===== src/rtl/mux_pkg.sv =====
// ---------------------------------------------------------------------------
// mux_pkg
// Shared constants for the scanning multiplexer family.
//   MODO_MANUAL    : external select picks the channel
//   MODO_VARREDURA : internal index walks the channels (scan)
//   LW(n)          : index width for n items, never narrower than one bit
// ---------------------------------------------------------------------------
package mux_pkg;

  localparam logic MODO_MANUAL    = 1'b0;
  localparam logic MODO_VARREDURA = 1'b1;

  // Width needed to hold an index 0..n-1, at least 1 bit.
  function automatic int LW(input int n);
    if (n <= 2) begin
      return 1;
    end else begin
      return $clog2(n);
    end
  endfunction

endpackage


===== src/rtl/mux_comb_n.sv =====
// ---------------------------------------------------------------------------
// mux_comb_n
// Purely combinational N:1 selector of W-bit words.
//   d_i   [N*W-1:0] : packed channels, channel k at d_i[k*W +: W]
//   sel_i [SW-1:0]  : channel index
//   y_o   [W-1:0]   : selected word (zero when sel_i >= N)
// ---------------------------------------------------------------------------
module mux_comb_n #(
  parameter int N  = 4,
  parameter int W  = 1,
  parameter int SW = 2
) (
  input  logic [N*W-1:0] d_i,
  input  logic [SW-1:0]  sel_i,
  output logic [W-1:0]   y_o
);

  // Decode the select against every channel; an out-of-range index yields zero.
  always_comb begin
    y_o = '0;
    for (int k = 0; k < N; k++) begin
      if (sel_i == SW'(k)) begin
        y_o = d_i[k*W +: W];
      end else begin
      end
    end
  end

endmodule


===== src/rtl/mux_varredura_param.sv =====
// ---------------------------------------------------------------------------
// mux_varredura_param
// N-channel, W-bit registered multiplexer with manual and scan modes.
// In scan mode an internal index holds each channel for DWELL enabled cycles.
// Every output word is tagged with the channel that produced it.
//   clk, rst_n  : clock, asynchronous active-low reset
//   d           : N*W channel data, channel k at d[k*W +: W]
//   sel         : manual channel select
//   modo        : 0 manual, 1 scan
//   en          : advance / sample enable
//   mascara     : per-channel enable (only with MUX_MASCARA_EN defined)
//   y, canal    : registered data and its channel index
//   valid       : y/canal updated this cycle from a legal channel
//   wrap        : one-cycle pulse when the scan index wraps around
// Optional build macro: MUX_MASCARA_EN adds the channel mask port.
// ---------------------------------------------------------------------------
module mux_varredura_param
  import mux_pkg::*;
#(
  parameter int N     = 4,
  parameter int W     = 1,
  parameter int DWELL = 1
) (
  input  logic               clk,
  input  logic               rst_n,
  input  logic [N*W-1:0]     d,
  input  logic [LW(N)-1:0]   sel,
  input  logic               modo,
  input  logic               en,
`ifdef MUX_MASCARA_EN
  input  logic [N-1:0]       mascara,
`endif
  output logic [W-1:0]       y,
  output logic [LW(N)-1:0]   canal,
  output logic               valid,
  output logic               wrap
);

  localparam int SW = LW(N);
  localparam int CW = LW(DWELL);
  localparam logic [SW-1:0] IDX_ULT = SW'(N - 1);
  localparam logic [CW-1:0] CNT_ULT = CW'(DWELL - 1);

  logic [W-1:0]  y_q,     y_d;
  logic [SW-1:0] canal_q, canal_d;
  logic          valid_q, valid_d;
  logic          wrap_q,  wrap_d;
  logic [SW-1:0] idx_q,   idx_d;
  logic [CW-1:0] cnt_q,   cnt_d;
  logic          modo_q,  modo_d;

  logic [N-1:0]  mask_s;
  logic          restart_s;
  logic [SW-1:0] idx_s;
  logic [CW-1:0] cnt_s;
  logic [SW-1:0] nxt_s;
  logic [SW-1:0] sel_mux_s;
  logic [W-1:0]  dado_s;
  logic          sel_ok_s;
  logic          idx_ok_s;

`ifdef MUX_MASCARA_EN
  assign mask_s = mascara;
`else
  assign mask_s = {N{1'b1}};
`endif

  // Next enabled channel after cur, cyclic; returns cur when nothing else is enabled.
  function automatic logic [SW-1:0] prox_canal(input logic [SW-1:0] cur,
                                               input logic [N-1:0]  m);
    logic [SW-1:0] r;
    logic          found;
    r     = cur;
    found = 1'b0;
    for (int i = 1; i <= N; i++) begin
      if (!found && m[(int'(cur) + i) % N]) begin
        r     = SW'((int'(cur) + i) % N);
        found = 1'b1;
      end else begin
      end
    end
    return r;
  endfunction

  // Entering scan restarts at the first enabled channel with a fresh dwell count.
  assign restart_s = (modo == MODO_VARREDURA) && (modo_q == MODO_MANUAL);
  assign idx_s     = restart_s ? prox_canal(IDX_ULT, mask_s) : idx_q;
  assign cnt_s     = restart_s ? '0 : cnt_q;
  assign nxt_s     = prox_canal(idx_s, mask_s);
  assign sel_mux_s = (modo == MODO_VARREDURA) ? idx_s : sel;

  mux_comb_n #(
    .N  (N),
    .W  (W),
    .SW (SW)
  ) u_sel (
    .d_i   (d),
    .sel_i (sel_mux_s),
    .y_o   (dado_s)
  );

  // Legality of the manual select and of the current scan index (range and mask).
  always_comb begin
    sel_ok_s = 1'b0;
    idx_ok_s = 1'b0;
    for (int k = 0; k < N; k++) begin
      if (sel == SW'(k)) begin
        sel_ok_s = mask_s[k];
      end else begin
      end
      if (idx_s == SW'(k)) begin
        idx_ok_s = mask_s[k];
      end else begin
      end
    end
  end

  // Next-state logic for outputs, scan index, dwell counter and mode history.
  always_comb begin
    y_d     = y_q;
    canal_d = canal_q;
    valid_d = 1'b0;
    wrap_d  = 1'b0;
    idx_d   = idx_q;
    cnt_d   = cnt_q;
    modo_d  = modo_q;
    if (en) begin
      modo_d = modo;
      if (modo == MODO_MANUAL) begin
        if (sel_ok_s) begin
          y_d     = dado_s;
          canal_d = sel;
          valid_d = 1'b1;
        end else begin
        end
      end else if (mask_s == '0) begin
        // No channel enabled: hold everything, nothing valid.
        idx_d = idx_s;
        cnt_d = cnt_s;
      end else begin
        // A masked current index still burns its dwell, but emits nothing.
        if (idx_ok_s) begin
          y_d     = dado_s;
          canal_d = idx_s;
          valid_d = 1'b1;
        end else begin
        end
        if (cnt_s == CNT_ULT) begin
          cnt_d  = '0;
          idx_d  = nxt_s;
          wrap_d = (nxt_s <= idx_s);
        end else begin
          cnt_d  = cnt_s + CW'(1);
          idx_d  = idx_s;
        end
      end
    end else begin
    end
  end

  // State and output registers.
  always_ff @(posedge clk or negedge rst_n) begin
    if (!rst_n) begin
      y_q     <= '0;
      canal_q <= '0;
      valid_q <= 1'b0;
      wrap_q  <= 1'b0;
      idx_q   <= '0;
      cnt_q   <= '0;
      modo_q  <= MODO_MANUAL;
    end else begin
      y_q     <= y_d;
      canal_q <= canal_d;
      valid_q <= valid_d;
      wrap_q  <= wrap_d;
      idx_q   <= idx_d;
      cnt_q   <= cnt_d;
      modo_q  <= modo_d;
    end
  end

  assign y     = y_q;
  assign canal = canal_q;
  assign valid = valid_q;
  assign wrap  = wrap_q;

endmodule


===== config.mk =====
export PLATFORM = sky130hd
export DESIGN_NAME = mux_varredura_param
export DESIGN_NICKNAME = d
export VERILOG_FILES = /design/src/rtl/mux_pkg.sv /design/src/rtl/mux_comb_n.sv /design/src/rtl/mux_varredura_param.sv
export SDC_FILE = /design/constraint.sdc
export NUM_CORES = 1
export LEC_CHECK = 0
export BUFFER_PORTS_ARGS = -buffer_cell sky130_fd_sc_hd__clkbuf_2
export CORE_AREA = 2 2 39 41
export CTS_CLUSTER_SIZE = 8
export DETAILED_ROUTE_END_ITERATION = 10
export DIE_AREA = 0 0 41 43
export PLACE_DENSITY = 0.59
export SYNTH_ARGS = -nofsm -noshare
export SYNTH_HDL_FRONTEND = slang
export SYNTH_SLANG_ARGS = --single-unit

===== constraint.sdc =====
create_clock -name clk -period 1.6 [get_ports clk]
set_clock_uncertainty 0.2 [all_clocks]
set_input_delay 0.16 -clock clk [delete_from_list [all_inputs] [get_ports clk]]
set_output_delay 0.16 -clock clk [all_outputs]
set_load 0.02 [all_outputs]

==> results of run 1 <==
[sequential cells by signal (all words and copies together) (netlist names)]
register and cells:
canal 2, idx_q 2, modo_q 1, valid 1, wrap 1, y 1
[routing by layer]
metal | vias up | part of all wire [%]
li1 | 156 | -
met1 | 131 | 41
met2 | 10 | 49
met3 | 2 | 8.0
met4 | 0 | 1.2
met5 | - | 0
[placed cells by master, fill, tap and decap left out, types with 2 or more instances in the layout]
cell and instances:
a21oi_1 2, and2_1 2, clkbuf_2 14, clkbuf_4 3, dfrtp_1 8, dlygate4sd3_1 2, mux2i_1 2, nand2_1 3
nand2b_1 2
[worst reg2reg max path, cell delays in order, from the launching register on]
cell and delay (ns):
dfrtp_1 0.42, inv_2 0.07, nand2_1 0.06, and2_1 0.16, ha_1 0.28, mux2_2 0.26
[metrics by stage]
| stage | utilization (%) | instance area [um2] | cells | setup WS [ns] | hold slack (ns) |
|---|---|---|---|---|---|
| after floorplan | - | 382.9 | 34 | 0.1107 | -0.3356 |
| after global placement | 33.54 | 464.2 | 62 | 0.06717 | -0.1827 |
| after detailed placement | 33.54 | 464.2 | 62 | 0.04891 | -0.1818 |
| after CTS | 36.62 | 506.7 | 67 | 0.03914 | 0.001520 |
| after global routing | 36.62 | 506.7 | 67 | 0.003637 | 0.009913 |
| final | 36.62 | 506.7 | 67 | 0.04915 | 0.006187 |
[layout make-up]
cell class / instances / area (um2) / share of cell area [%]
inverters: 1 / 3.754 / 0.7407
multi-input cells: 23 / 170.2 / 33.58
well taps: 16 / 20.02 / 3.951
flip-flops and latches: 8 / 200.2 / 39.51
clock buffers: 3 / 22.52 / 4.444
repair buffers: 16 / 90.09 / 17.78
[timing repair]
item,CTS,global route
hold endpoints to repair,9,0
endpoints found under the setup margin,0,1
hold buffers,2,0
gates resized for setup,0,1
[power groups by stage]
stage / sequential [mW] / combinational, mW / clock, mW
after floorplan: 0.274 / 0.0697 / 0
final: 0.258 / 0.127 / 0.149
after global placement: 0.260 / 0.124 / 0
after global routing: 0.261 / 0.142 / 0.171
after detailed placement: 0.261 / 0.125 / 0
after CTS: 0.257 / 0.129 / 0.161
[cells by family after synthesis]
kind of cell,share of synthesized area [%]
adder cells (fa/ha/maj),3.267
AND/OR/NAND/NOR,16.34
multiplexers,8.170
buffers and inverters,3.265
AO/OA/AOI/OAI,16.67
flip-flops,52.29
[worst min path at each step]
stage,startpoint,endpoint,slack [ns],cells after the start
finish,d[1],y,0.006,3
global route,d[1],y,0.01,3
CTS,d[1],y,0.002,3
detailed placement,rst_n,idx_q[1],-0.18,1
global placement,rst_n,idx_q[1],-0.18,1
floorplan,rst_n,canal[0],-0.34,0
==> results.sh, run 1 <==
export IMPL_worstPathMaxFanout=4
export IMPL_rsz0062_at_grt="no"
export IMPL_status="complete, no violations"
export IMPL_htreeDepth=1
export IMPL_synth_cells=34
export IMPL_die_width_um=41
export IMPL_rr_endpoint="idx_q[1]"
export IMPL_max_vdd_ir_drop_mv=0.4038
export IMPL_maxCapViolations=0
export IMPL_grt_overflow=0
export IMPL_drive_gt1_share_pct=45.10
export IMPL_track_usage_pct=8.788
export IMPL_setup_tns_ns=0
export IMPL_grt_most_used_layer="met2"
export IMPL_grt_use_met1_pct=8.525
export IMPL_gp_congestion=0.7577
export IMPL_insertion_delay_ns=0.25
export IMPL_power_leakage_nw=0.2601
export IMPL_grt_max_degree=11
export IMPL_setup_viol=0
export IMPL_io_buffers=14
export IMPL_critical_path_top_delay_family="flip-flops"
export IMPL_clockBufferDepth=2
export IMPL_cts_root_buf="clkbuf_4"
export IMPL_timing_final_crit_share_pct=96.93
export IMPL_routed_wl_um=687
export IMPL_power_switching_mw=0.1499
export IMPL_pwr_share_comb_pct=23.7
export IMPL_path_cells="inv_2, nand2_1, and2_1, ha_1, mux2_2"
export IMPL_finalMaxSlewViolations=0
export IMPL_critical_path_class="flop to flop"
export IMPL_grt_pass1_vias=246
export IMPL_nFillCells=140
export IMPL_switching_share_pct=28.06
export IMPL_num_vias=299
export IMPL_die_area_um2=1763
export IMPL_antenna_left=0
export IMPL_synth_nets=45
export IMPL_crit_cells=5
export IMPL_power_share_clock_pct=28.0
export IMPL_grt_pass1_wl_um=952
export IMPL_core_um2=1384
export IMPL_cp_slowest_cell="dfrtp_1"
export IMPL_initial_core_util_pct=27.67
export IMPL_reg2reg_from="modo_q"
export IMPL_synth_edff_count=0
export IMPL_total_power_mw=0.5343
export IMPL_met3_usage_pct=3.141
export IMPL_die_y_um=43
export IMPL_met2_usage_pct=13.44
export IMPL_finalHoldViolations=0
export IMPL_async_flop_share_pct=100.0
export IMPL_synth_commonest_cells="8 x dfrtp_1, 3 x nand2_1"
export IMPL_diodes=0
export IMPL_slowest_delay_ns=0.42
export IMPL_synth_area_top_cells="dfrtp_1 52%, mux2i_1 5.2%, o221ai_2 3.9%"
export IMPL_clock_fmax_mhz=644.8
export IMPL_syn_cell_area_um2=382.9
export IMPL_seqPwrFrac_pct=48.3
export IMPL_postCtsSetupRepairBufs=0
export IMPL_drt_wirelength_per_cell_um=10.25
export IMPL_seq_area_frac_synth_pct=52.29
export IMPL_yosysWarnings=0
export IMPL_rrSetupSlack_ns=0.05
export IMPL_rows=14
export IMPL_yosysUniqueCellTypes=21
export IMPL_cp_start_kind="flop"
export IMPL_ys_flop_type="dfrtp_1"
export IMPL_ys_ff_latch=8
export IMPL_arrival_ns=1.49
export IMPL_io_pins=15
export IMPL_synth_most_common_cell="dfrtp_1"
export IMPL_hp_class="primary input to flop"
export IMPL_cts_sinks=8
export IMPL_drt_iter0_markers=2
export IMPL_power_internal_mw=0.3844
export IMPL_power_density_nw_per_um2=1054
export IMPL_yosysTopAreaCell="dfrtp_1"
export IMPL_first_pass_iters=2
export IMPL_worst_slew_pin_transition_ns=0.2605
export IMPL_slew_headroom_pct=82.58
export IMPL_r2r_cells=5
export IMPL_yosysTopAreaCellShare_pct=52.29
export IMPL_avgSynthCellArea_um2=11.26
export IMPL_clkTransAtPathRegs_ns=0.05
export IMPL_numCtsBuffers=3
export IMPL_cts_tree="done"
export IMPL_final_net_count=64
export IMPL_crit_end="idx_q[1]"
export IMPL_crit_buf_inv=1
export IMPL_post_route_min_period_ns=1.551
export IMPL_endpoint_kind="flop"
export IMPL_via_per_inst=4.463
export IMPL_cp_startpoint="modo_q"
export IMPL_area_growth_pct=32.35
export IMPL_drc=0
export IMPL_antenna_found_initial=0
export IMPL_crit_required_ns=1.54
(Power assumes the default switching activity.)
==> run 2: changes to the inputs <==
Settings changed: ABC_AREA set to 1, ABC_CLOCK_PERIOD_IN_PS set to 1600.
==> results.sh, run 2 <==
export IMPL_die_y_um=43
export IMPL_antenna_found_initial=0
export IMPL_diodes=0
export IMPL_numCtsBuffers=3
export IMPL_seq_area_frac_synth_pct=52.63
export IMPL_die_width_um=41
export IMPL_hp_class="primary input to flop"
export IMPL_multi_input_area_um2=157.7
export IMPL_yosysWarnings=0
export IMPL_dp_slack_ns=0.05234
export IMPL_arrival_ns=1.41
export IMPL_drc=0
export IMPL_dpl_cell_area_um2=466.7
export IMPL_grt_pass1_vias=344
export IMPL_io_buffers=14
export IMPL_area_growth_pct=33.88
export IMPL_ys_ff_latch=8
export IMPL_status="complete, no violations"
export IMPL_worst_slew_pin_transition_ns=0.2034
export IMPL_clockBufferDepth=2
export IMPL_fin_area_um2=509.2
export IMPL_max_vdd_ir_drop_mv=0.4375
export IMPL_regArea_um2=200.2
export IMPL_total_power_mw=0.5504
export IMPL_ys_flop_type="dfrtp_1"
export IMPL_critical_path_class="flop to flop"
export IMPL_drt_wirelength_per_cell_um=10.01
export IMPL_nFillCells=142
export IMPL_cts_root_buf="clkbuf_4"
export IMPL_power_leakage_nw=0.2765
export IMPL_num_vias=352
export IMPL_setup_tns_ns=0
export IMPL_via_per_inst=4.632
export IMPL_final_core_util_pct=36.80
export IMPL_synth_most_common_cell="nand2_1"
export IMPL_track_usage_pct=11.83
export IMPL_routed_wl_um=761
export IMPL_final_common_cell="clkbuf_2"
export IMPL_avgSynthCellArea_um2=9.056
export IMPL_crit_required_ns=1.53
export IMPL_timing_final_crit_share_pct=92.01
export IMPL_die_area_um2=1763
export IMPL_maxCapViolations=0
export IMPL_synth_nets=53
export IMPL_synth_commonest_cells="9 x nand2_1, 8 x dfrtp_1, 6 x nand3_1"
export IMPL_holdWs_ns=0.008958
export IMPL_core_um2=1384
export IMPL_first_pass_iters=4
export IMPL_yosysTopAreaCell="dfrtp_1"
export IMPL_initial_core_util_pct=27.49
export IMPL_io_pins=15
export IMPL_post_route_min_period_ns=1.472
export IMPL_dpl_hpwl_um=607.3
export IMPL_fin_cells=76
export IMPL_final_net_count=73
export IMPL_cp_start_kind="flop"
export IMPL_drt_iter0_markers=6
export IMPL_insertion_delay_ns=0.25
export IMPL_drive_gt1_share_pct=35.00
export IMPL_finalMaxSlewViolations=0
export IMPL_syn_cell_area_um2=380.4
export IMPL_async_flop_share_pct=100.0
export IMPL_clkTransAtPathRegs_ns=0.05
export IMPL_yosysTopAreaCellShare_pct=52.63
export IMPL_final_setup_worst_slack_ns=0.1279
export IMPL_clock_fmax_mhz=679.3
export IMPL_finalHoldViolations=0
export IMPL_layout_common_cells="14 x clkbuf_2, 9 x nand2_1, 8 x dfrtp_1"
export IMPL_antenna_left=0
export IMPL_setup_viol=0
export IMPL_slew_headroom_pct=86.44
export IMPL_yosysUniqueCellTypes=13
export IMPL_synth_edff_count=0
export IMPL_cts_tree="done"
export IMPL_synth_area_top_cells="dfrtp_1 53%, nand2_1 8.9%, nand3_1 7.9%"
export IMPL_grt_pass1_wl_mm=1.331
export IMPL_power_density_nw_per_um2=1081
export IMPL_worstPathMaxFanout=3
export IMPL_htreeDepth=1
export IMPL_synth_cells=42
export IMPL_endpoint_kind="flop"
export IMPL_rsz0062_at_grt="no"
export IMPL_dp_cells=71
export IMPL_gp_congestion=0.7701
export IMPL_cts_sinks=8
export IMPL_rows=14
export IMPL_grt_max_degree=9
export IMPL_grt_overflow=0
[run 2: metal layers]
metal | track usage (%) | wire length (um) | vias up
li1 | - | - | 173
met1 | 12.83 | 324 | 170
met2 | 17.81 | 391 | 9
met3 | 7.853 | 45 | 0
met4 | 4.000 | 0 | 0
met5 | 0 | 0 | -
[run 2: final timing paths]
kind / from / to / slack [ns] / depth (start not counted)
worst max-delay path: modo_q / idx_q[1] / 0.13 / 4
worst min-delay path: sel[0] / canal[0] / 0.009 / 3
worst max register to register: modo_q / idx_q[1] / 0.13 / 4
worst min register to register: y / y / 0.28 / 2
max in group asynchronous: rst_n / idx_q[0] / 0.93 / 2
min in group asynchronous: rst_n / y / 0.09 / 2
[run 2: cells by family (layout without fill, tap and decap cells)]
logic type      Yosys count  in the layout  synth area share (%)
buf+inv                   6             24                 5.921
flops                     8              8                 52.63
mux                       1              1                 3.946
fa+ha+maj                 1              1                 3.289
simple gates             20             20                 24.67
compound gates            6              6                 9.538
[run 2: worst max-delay path: stages, from the launching register on]
cell and delay, ns:
dfrtp_1 0.38, inv_1 0.08, a21boi_1 0.18, ha_1 0.26
mux2_4 0.26
[run 2: repair_timing]
action	4_1_cts	5_1_grt
endpoints found under the hold margin	10	0
endpoints found under the setup margin	0	1
resized for setup	0	2
hold buffers	2	0
buffers inserted	0	0
[run 2: cell type report]
cell class	count	share of cell area [%]
Multi-Input combinational cell	28	30.96
Clock buffer	3	4.423
Sequential cell	8	39.31
Timing Repair Buffer	16	17.69
Tap cell	16	3.931
Inverter	5	3.686
[run 2: report_power, final]
part	switching (mW)	internal, mW
Sequential	0.0238	0.236
Combinational	0.0722	0.0678
Clock	0.0653	0.0856
Total	0.161	0.389
==> run 3: changes to the inputs <==
Settings changed: ABC_CLOCK_PERIOD_IN_PS 1600 to 1490, MAX_ROUTING_LAYER set to met4, PLACE_DENSITY 0.59 to 0.57, SKIP_CTS_REPAIR_TIMING set to 1.
Clock period 1.6 ns to 1.49 ns, I/O delays scaled along.
==> results.sh, run 3 (synthesis results as in run 2) <==
export IMPL_status="finished, violations left"
export IMPL_violations="hold timing"
export IMPL_die_y_um=43
export IMPL_crit_buf_inv=1
export IMPL_power_density_nw_per_um2=1134
export IMPL_maxCapViolations=0
export IMPL_core_um2=1384
export IMPL_insertion_delay_ns=0.25
export IMPL_drive_gt1_share_pct=38.10
export IMPL_antenna_found_initial=0
export IMPL_dp_slack_ns=0.009235
export IMPL_clkTransAtPathRegs_ns=0.06
export IMPL_arrival_ns=1.35
export IMPL_fin_cells=79
export IMPL_clock_fmax_mhz=704.9
export IMPL_post_route_min_period_ns=1.419
export IMPL_layout_common_cells="14 x clkbuf_2, 9 x nand2_1, 8 x dfrtp_1"
export IMPL_grt_pass1_vias=303
export IMPL_drt_iter0_markers=5
export IMPL_clockBufferDepth=2
export IMPL_grt_pass1_wl_mm=1.179
export IMPL_cp_start_kind="flop"
export IMPL_dpl_cell_area_um2=489.2
export IMPL_endpoint_kind="flop"
export IMPL_worst_slew_pin_transition_ns=0.2049
export IMPL_drc=0
export IMPL_fin_area_um2=531.8
export IMPL_die_area_um2=1763
export IMPL_power_leakage_nw=0.2911
export IMPL_finalHoldViolations=1
export IMPL_area_growth_pct=39.80
export IMPL_cts_root_buf="clkbuf_4"
export IMPL_critical_path_class="flop to flop"
export IMPL_initial_core_util_pct=27.49
export IMPL_num_vias=336
export IMPL_grt_max_degree=9
export IMPL_via_per_inst=4.253
export IMPL_holdWs_ns=-0.01197
export IMPL_final_net_count=76
export IMPL_cts_sinks=8
export IMPL_routed_wl_um=725
export IMPL_htreeDepth=1
export IMPL_timing_final_crit_share_pct=95.22
export IMPL_setup_viol=0
export IMPL_cts_tree="done"
export IMPL_diodes=0
export IMPL_hp_class="primary input to flop"
export IMPL_gp_congestion=0.7639
export IMPL_grt_overflow=0
export IMPL_critical_path_top_delay_family="flip-flops"
export IMPL_first_pass_iters=2
export IMPL_die_width_um=41
export IMPL_final_setup_worst_slack_ns=0.07129
export IMPL_max_vdd_ir_drop_mv=0.5793
export IMPL_dp_cells=74
export IMPL_rsz0062_at_grt="no"
export IMPL_io_pins=15
export IMPL_worstPathMaxFanout=3
export IMPL_cp_slowest_cell="dfrtp_1"
export IMPL_io_buffers=14
export IMPL_final_common_cell="clkbuf_2"
export IMPL_rows=14
export IMPL_antenna_left=0
export IMPL_slowest_delay_ns=0.38
export IMPL_path_cells="inv_1, a21boi_1, ha_1, mux2_4"
export IMPL_track_usage_pct=10.83
export IMPL_crit_required_ns=1.42
export IMPL_numCtsBuffers=3
export IMPL_dpl_hpwl_um=606
export IMPL_slew_headroom_pct=86.34
export IMPL_drt_wirelength_per_cell_um=9.177
export IMPL_finalMaxSlewViolations=0
export IMPL_total_power_mw=0.6031
run 3: per-stage QoR:
| step | utilization [%] | setup TNS [ns] |
|---|---|---|
| 6_report | 38.43 | 0 |
| 5_1_grt | 38.43 | 0 |
| 4_1_cts | 36.98 | -0.003080 |
| 3_5_place_dp | 35.35 | 0 |
| 3_3_place_gp | 35.35 | 0 |
| 2_1_floorplan | - | 0 |
run 3: path summary, 6_finish.rpt:
check                      startpoint  endpoint  slack [ns]  depth (start not counted)
min                            sel[0]  canal[0]       -0.01                          3
max in group asynchronous       rst_n  idx_q[1]        0.83                          2
max reg2reg                    modo_q  idx_q[1]        0.07                          4
max                            modo_q  idx_q[1]        0.07                          4
min reg2reg                         y         y        0.28                          2
min in group asynchronous       rst_n  idx_q[0]        0.07                          2
run 3: final cells by class:
class / instances / area [um2]
clock buffer: 3 / 22.52
fill: 144 / 852.1
inverter: 5 / 18.77
multi-input combinational: 28 / 157.7
sequential: 8 / 200.2
tap: 16 / 20.02
timing repair buffer: 19 / 112.6
run 3: report_power, final:
group,switching [mW],internal [mW],total [mW]
logic,0.0822,0.0828,0.165
registers,0.0231,0.253,0.276
clock network,0.0702,0.0919,0.162
run 3: tightest hold or removal path: stages:
cell	delay, ns
clkbuf_2	0.08
nand2_2	0.09
a31oi_1	0.08
run 3: routing by layer:
metal	up-vias	global-route usage, %	share of wire, %
met5	-	-	0
met4	0	6.000	0
li1	182	-	-
met3	0	6.283	8.1
met1	144	12.04	47
met2	10	14.69	44
